--- src/rtl/ifetch_pkg.sv ---
// Shared types and constants for the instruction fetch unit.
// Entry layout is the {pc, inst} pair carried from fetch to decode.
package ifetch_pkg;

  localparam int          FIFO_DEPTH       = 2;
  localparam logic [31:0] RESET_PC_DEFAULT = 32'h0000_0000;
  localparam logic [31:0] PC_STEP          = 32'd4;

  typedef struct packed {
    logic [31:0] pc;
    logic [31:0] inst;
  } entry_t;

  function automatic logic [31:0] align_pc(input logic [31:0] pc);
    return pc & ~32'h3;
  endfunction

endpackage

--- src/rtl/ifetch_fifo.sv ---
// In-order entry buffer: one-cycle push-to-head latency, push refused when full unless popping.
// Flush empties the buffer on the next edge; reset empties it immediately.
module ifetch_fifo
  import ifetch_pkg::*;
(
  input  logic         clk,
  input  logic         reset,
  input  logic         push,
  input  entry_t       push_dat,
  input  logic         pop,
  input  logic         flush,
  output entry_t       head_dat,
  output logic         full,
  output logic         empty,
  output logic [1:0]   count
);

  localparam int PTR_W = (FIFO_DEPTH > 1) ? $clog2(FIFO_DEPTH) : 1;

  entry_t             mem [FIFO_DEPTH];
  logic [PTR_W-1:0]   wr_ptr;
  logic [PTR_W-1:0]   rd_ptr;
  logic               do_push;
  logic               do_pop;

  assign full     = (count == 2'(FIFO_DEPTH));
  assign empty    = (count == 2'd0);
  assign do_pop   = pop & ~empty;
  assign do_push  = push & (~full | do_pop);
  assign head_dat = mem[rd_ptr];

  always_ff @(posedge clk or posedge reset) begin
    if (reset) begin
      wr_ptr <= '0;
      rd_ptr <= '0;
      count  <= 2'd0;
    end else if (flush) begin
      wr_ptr <= '0;
      rd_ptr <= '0;
      count  <= 2'd0;
    end else begin
      if (do_push) wr_ptr <= wr_ptr + PTR_W'(1);
      if (do_pop)  rd_ptr <= rd_ptr + PTR_W'(1);
      case ({do_push, do_pop})
        2'b10:   count <= count + 2'd1;
        2'b01:   count <= count - 2'd1;
        default: count <= count;
      endcase
    end
  end

  // Storage needs no reset: the read side is qualified by count.
  always_ff @(posedge clk) begin
    if (do_push && !flush) mem[wr_ptr] <= push_dat;
  end

endmodule

--- src/rtl/ifetch.sv ---
// Instruction fetch: pc drives a combinational imem, results queue two deep toward decode.
// One-cycle fetch-to-output latency; stalls pc when the buffer is full, redirect flushes it.
module ifetch
  import ifetch_pkg::*;
#(
  parameter int          IMEM_ADDR_WIDTH = 10,
  parameter logic [31:0] RESET_PC        = RESET_PC_DEFAULT
)
(
  input  logic                       clk,
  input  logic                       reset,
  output logic [IMEM_ADDR_WIDTH-1:0] imem_addr,
  input  logic [31:0]                imem_dout,
  input  logic                       redirect,
  input  logic [31:0]                redirect_pc,
  output logic                       inst_valid,
  input  logic                       inst_ready,
  output logic [31:0]                inst,
  output logic [31:0]                inst_pc
);

  logic [31:0] pc;
  logic [31:0] redirect_tgt;
  logic        fetch_vld;
  logic        pop;
  logic        fifo_full;
  logic        fifo_empty;
  logic [1:0]  fifo_count;
  entry_t      fetch_dat;
  entry_t      head_dat;

  assign imem_addr    = pc[IMEM_ADDR_WIDTH+1:2];
  assign redirect_tgt = align_pc(redirect_pc);

  assign inst_valid = (fifo_count != 2'd0);
  assign pop        = inst_valid & inst_ready;
  assign fetch_vld  = ~redirect & (~fifo_full | pop);
  assign fetch_dat  = '{pc: pc, inst: imem_dout};

  // Head outputs are zeroed when empty so decode never sees stale storage.
  assign inst    = fifo_empty ? 32'h0 : head_dat.inst;
  assign inst_pc = fifo_empty ? 32'h0 : head_dat.pc;

  always_ff @(posedge clk or posedge reset) begin
    if (reset) begin
      pc <= RESET_PC;
    end else if (redirect) begin
      pc <= redirect_tgt;
    end else if (fetch_vld) begin
      pc <= pc + PC_STEP;
    end
  end

  ifetch_fifo u_fifo (
    .clk      (clk),
    .reset    (reset),
    .push     (fetch_vld),
    .push_dat (fetch_dat),
    .pop      (pop),
    .flush    (redirect),
    .head_dat (head_dat),
    .full     (fifo_full),
    .empty    (fifo_empty),
    .count    (fifo_count)
  );

endmodule

--- config.mk ---
export PLATFORM = sky130hd
export DESIGN_NAME = ifetch
export DESIGN_NICKNAME = d
export VERILOG_FILES = /design/src/rtl/ifetch_pkg.sv /design/src/rtl/ifetch_fifo.sv /design/src/rtl/ifetch.sv
export SDC_FILE = /design/constraint.sdc
export NUM_CORES = 1
export LEC_CHECK = 0
export CAP_MARGIN = 20
export CORE_MARGIN = 4
export CORE_UTILIZATION = 55
export DETAILED_ROUTE_END_ITERATION = 10
export PLACE_DENSITY = 0.85
export SYNTH_ARGS = -nofsm -noshare
export SYNTH_HDL_FRONTEND = slang
export SYNTH_SLANG_ARGS = --single-unit
--- constraint.sdc ---
create_clock -name clk -period 8.1 [get_ports clk]
set_clock_uncertainty 0.1 [all_clocks]
set_input_delay 1.62 -clock clk [delete_from_list [all_inputs] [get_ports clk]]
set_output_delay 1.62 -clock clk [all_outputs]
set_load 0.005 [all_outputs]
==> key figures <==
Critical path
  – Slowest stage delay, CP: 1.14 ns
  – Kind of cell adding the most delay to the critical path: flip-flops
  – Max FO, Critical Path: 63
  – CP required: 6.38 ns
  – CP arrival: 2.50 ns
  – Crit path cell chain: mux2i_1, nor2_1, clkdlybuf4s50_1
  – CP Launch Type: register
  – Crit. End Element: output port
  – Worst path slowest cell: dfrtp_4
  – Buf/Inv on CP: 1
  – Critical path type: reg2out

STA
  – Final hold violation count: 0
  – Total Neg Setup Slack: 0 ns
  – Post-route minimum period: 4.22 ns
  – RSZ-0062 raised after global routing: no
  – Fmax: 0.237 GHz
  – Worst Tran Pin Value: 1.10 ns
  – Setup violations, final: 0
  – Max-slew violation count: 0
  – Final Cycle Share: 52.1%
  – Relative slew slack: 26.8%

Placement
  – Gp weighted congestion: 0.859
  – Post-DP HPWL: 9540 um
  – IO buf count: 138

Global route
  – Vias in the first global route: 4,706
  – First-pass GRT wire length: 23,600 um
  – Initial antenna violation count: 0
  – Overall routing resource usage: 21.3%
  – Largest net degree at the start of global routing: 64
  – GRT overflow: 0

Finish
  – Fillers: 792
  – Area grow syn2layout: 29.6%
  – Post-layout util: 73.2%
  – Antenna Cells: 0
  – Area of the multi-input gates: 0.00202 mm^2
  – Commonest cells after routing, fill and taps aside: 137 x clkdlybuf4s50_1, 124 x edfxtp_1, 78 x nor2_1
  – Fraction of layout cells with a size suffix above 1: 6.35%
  – Layout Nets: 717
  – Register area: 0.00458 mm^2
  – Commonest non-fill, non-tap cell in the layout: clkdlybuf4s50_1

CTS
  – Setup Fix Bufs, Post-CTS: 0
  – Worst-path clk slew: 0.06 ns
  – # hold bufs at CTS: 0
  – Root Buffer: clkbuf_16
  – Cts repair resizes: 0
  – CTS tree: done
  – CTS Buf Count: 17
  – Clk buf depth: 2
  – Htree depth: 4
  – Clk_lat worst skew: 0.42 ns
  – Clock sink total: 158

Yosys
  – Sequential fraction of the synthesis area: 67.2%
  – Post-synthesis register bit count: 158
  – Avg Inst Size Synth: 13.1 um^2
  – Yosys warnings: 0
  – Post-Syn Area: 0.00681 mm^2
  – Synth unique cells: 43
  – Post-Synthesis Cells: 519

Status
  – Run status: finished, final reports clean

Floorplan
  – DIE AREA: 0.0142 mm^2
  – Ports: 143
  – Initial Util: 56.4%
  – Die height: 119 um
  – Row Count: 40
  – Die width: 119 um
  – CORE AREA: 0.0121 mm^2

Power and ir drop
  – Power Total: 2.09 mW
  – Power Density: 237 mW/mm^2
  – Leak: 3.03 nW
  – VDD IR max: 0.117 mV

Route
  – Number of DRC markers in iteration 0: 425
  – DRC viols: 0
  – WL per Instance: 17.7 um
  – ANT nets after route: 0
  – Drt via density: 5.61
  – Final WL: 14,700 um
  – DRT Pass-1 Iters: 5
  – Via count of the routed design: 4,651

Min path
  – Worst min-delay path class: reg2reg

Flow run
  – Max-cap violation count: 0
state kept, by name, summed over array words and instances (netlist names):
name and cells:
pc 30, u_fifo.wr_ptr 1, u_fifo.count 2, u_fifo.mem 124, u_fifo.rd_ptr 1
stage by stage:
| step | instance area (um^2) | hold WS (ns) | std cells | setup WS, ns |
|---|---|---|---|---|
| 2_1_floorplan | 6810 | 0.361 | 520 | 1.13 |
| 3_3_place_gp | 8270 | 0.406 | 797 | 4.02 |
| 3_5_place_dp | 8270 | 0.414 | 797 | 3.98 |
| 4_1_cts | 8820 | 0.422 | 829 | 3.81 |
| 5_1_grt | 8820 | 0.429 | 829 | 3.74 |
| 6_report | 8820 | 0.424 | 829 | 3.88 |
routing by layer:
layer	vias to the layer above	global-route usage, %	share of wire (%)
li1	2184	-	-
met1	2237	25.9	41
met2	196	36.5	51
met3	34	5.89	6.9
met4	0	7.68	1.9
met5	-	0	0
logic make-up after synthesis:
family | synth area share [%]
AOI/OAI and AO/OA | 4.63
xor gates and xnor gates | 1.67
adders and majority gates | 0.184
buffers and inverters | 3.34
DFF | 67.2
muxes | 9.26
other | 0.0551
and+or+nand+nor | 13.7
synth_stat cells, drive strengths merged:
cell type    count  share of area, %
and4             2              0.28
a221oi           1              0.13
or4              9              0.99
o311ai           2              0.26
dfrtp           34                12
nor2b            7              0.64
and3             1             0.092
clkbuf          18              0.99
edfxtp         124                55
nor4             9              0.83
dlygate4sd1      1              0.13
a21oi            2              0.15
nand2           26               1.4
or3              1              0.17
or3b             1              0.13
o211ai           3              0.33
a21boi           2              0.22
o21ai           14               1.0
or2              2              0.18
buf             17               1.8
nor3b            4              0.44
a22oi            4              0.44
conb             1             0.055
ha               1              0.18
mux2i           63               9.3
nor3             7              0.51
nor2            79               4.4
and2             1             0.092
xnor2            9               1.2
nand3           24               1.8
o31ai           13               1.4
a31oi            7              0.64
nand4           17               1.7
nand2b           1             0.092
xor2             4              0.51
inv              8              0.44
power by group:
group          internal [mW]  leakage, nW  total, mW  switching (mW)
Clock                  0.446        0.263      0.748           0.301
Combinational          0.183         1.21      0.325           0.142
Sequential             0.955         1.56       1.02          0.0655
path summary, 6_finish.rpt:
| check | start | endpoint | slack [ns] | cells past startpoint |
|---|---|---|---|---|
| max in group asynchronous | reset | u_fifo.rd_ptr | 6.02 | 3 |
| setup / recovery | u_fifo.rd_ptr | inst_pc[16] | 3.88 | 3 |
| min in group asynchronous | reset | pc[3] | 1.50 | 3 |
| setup reg to reg | u_fifo.count[1] | u_fifo.mem[1][34] | 5.72 | 3 |
| hold / removal | pc[17] | u_fifo.mem[1][49] | 0.42 | 0 |
| hold reg to reg | pc[17] | u_fifo.mem[1][49] | 0.42 | 0 |
final cells by class:
| class | instances | share of cell area [%] |
|---|---|---|
| sequential | 158 | 51.9 |
| multi-input combinational | 318 | 22.9 |
| timing repair buffer | 145 | 16.2 |
| clock buffer | 18 | 4.86 |
| tap | 168 | 2.38 |
| clock inverter | 14 | 1.42 |
| inverter | 8 | 0.340 |
Power figures use the tool's default switching activity.
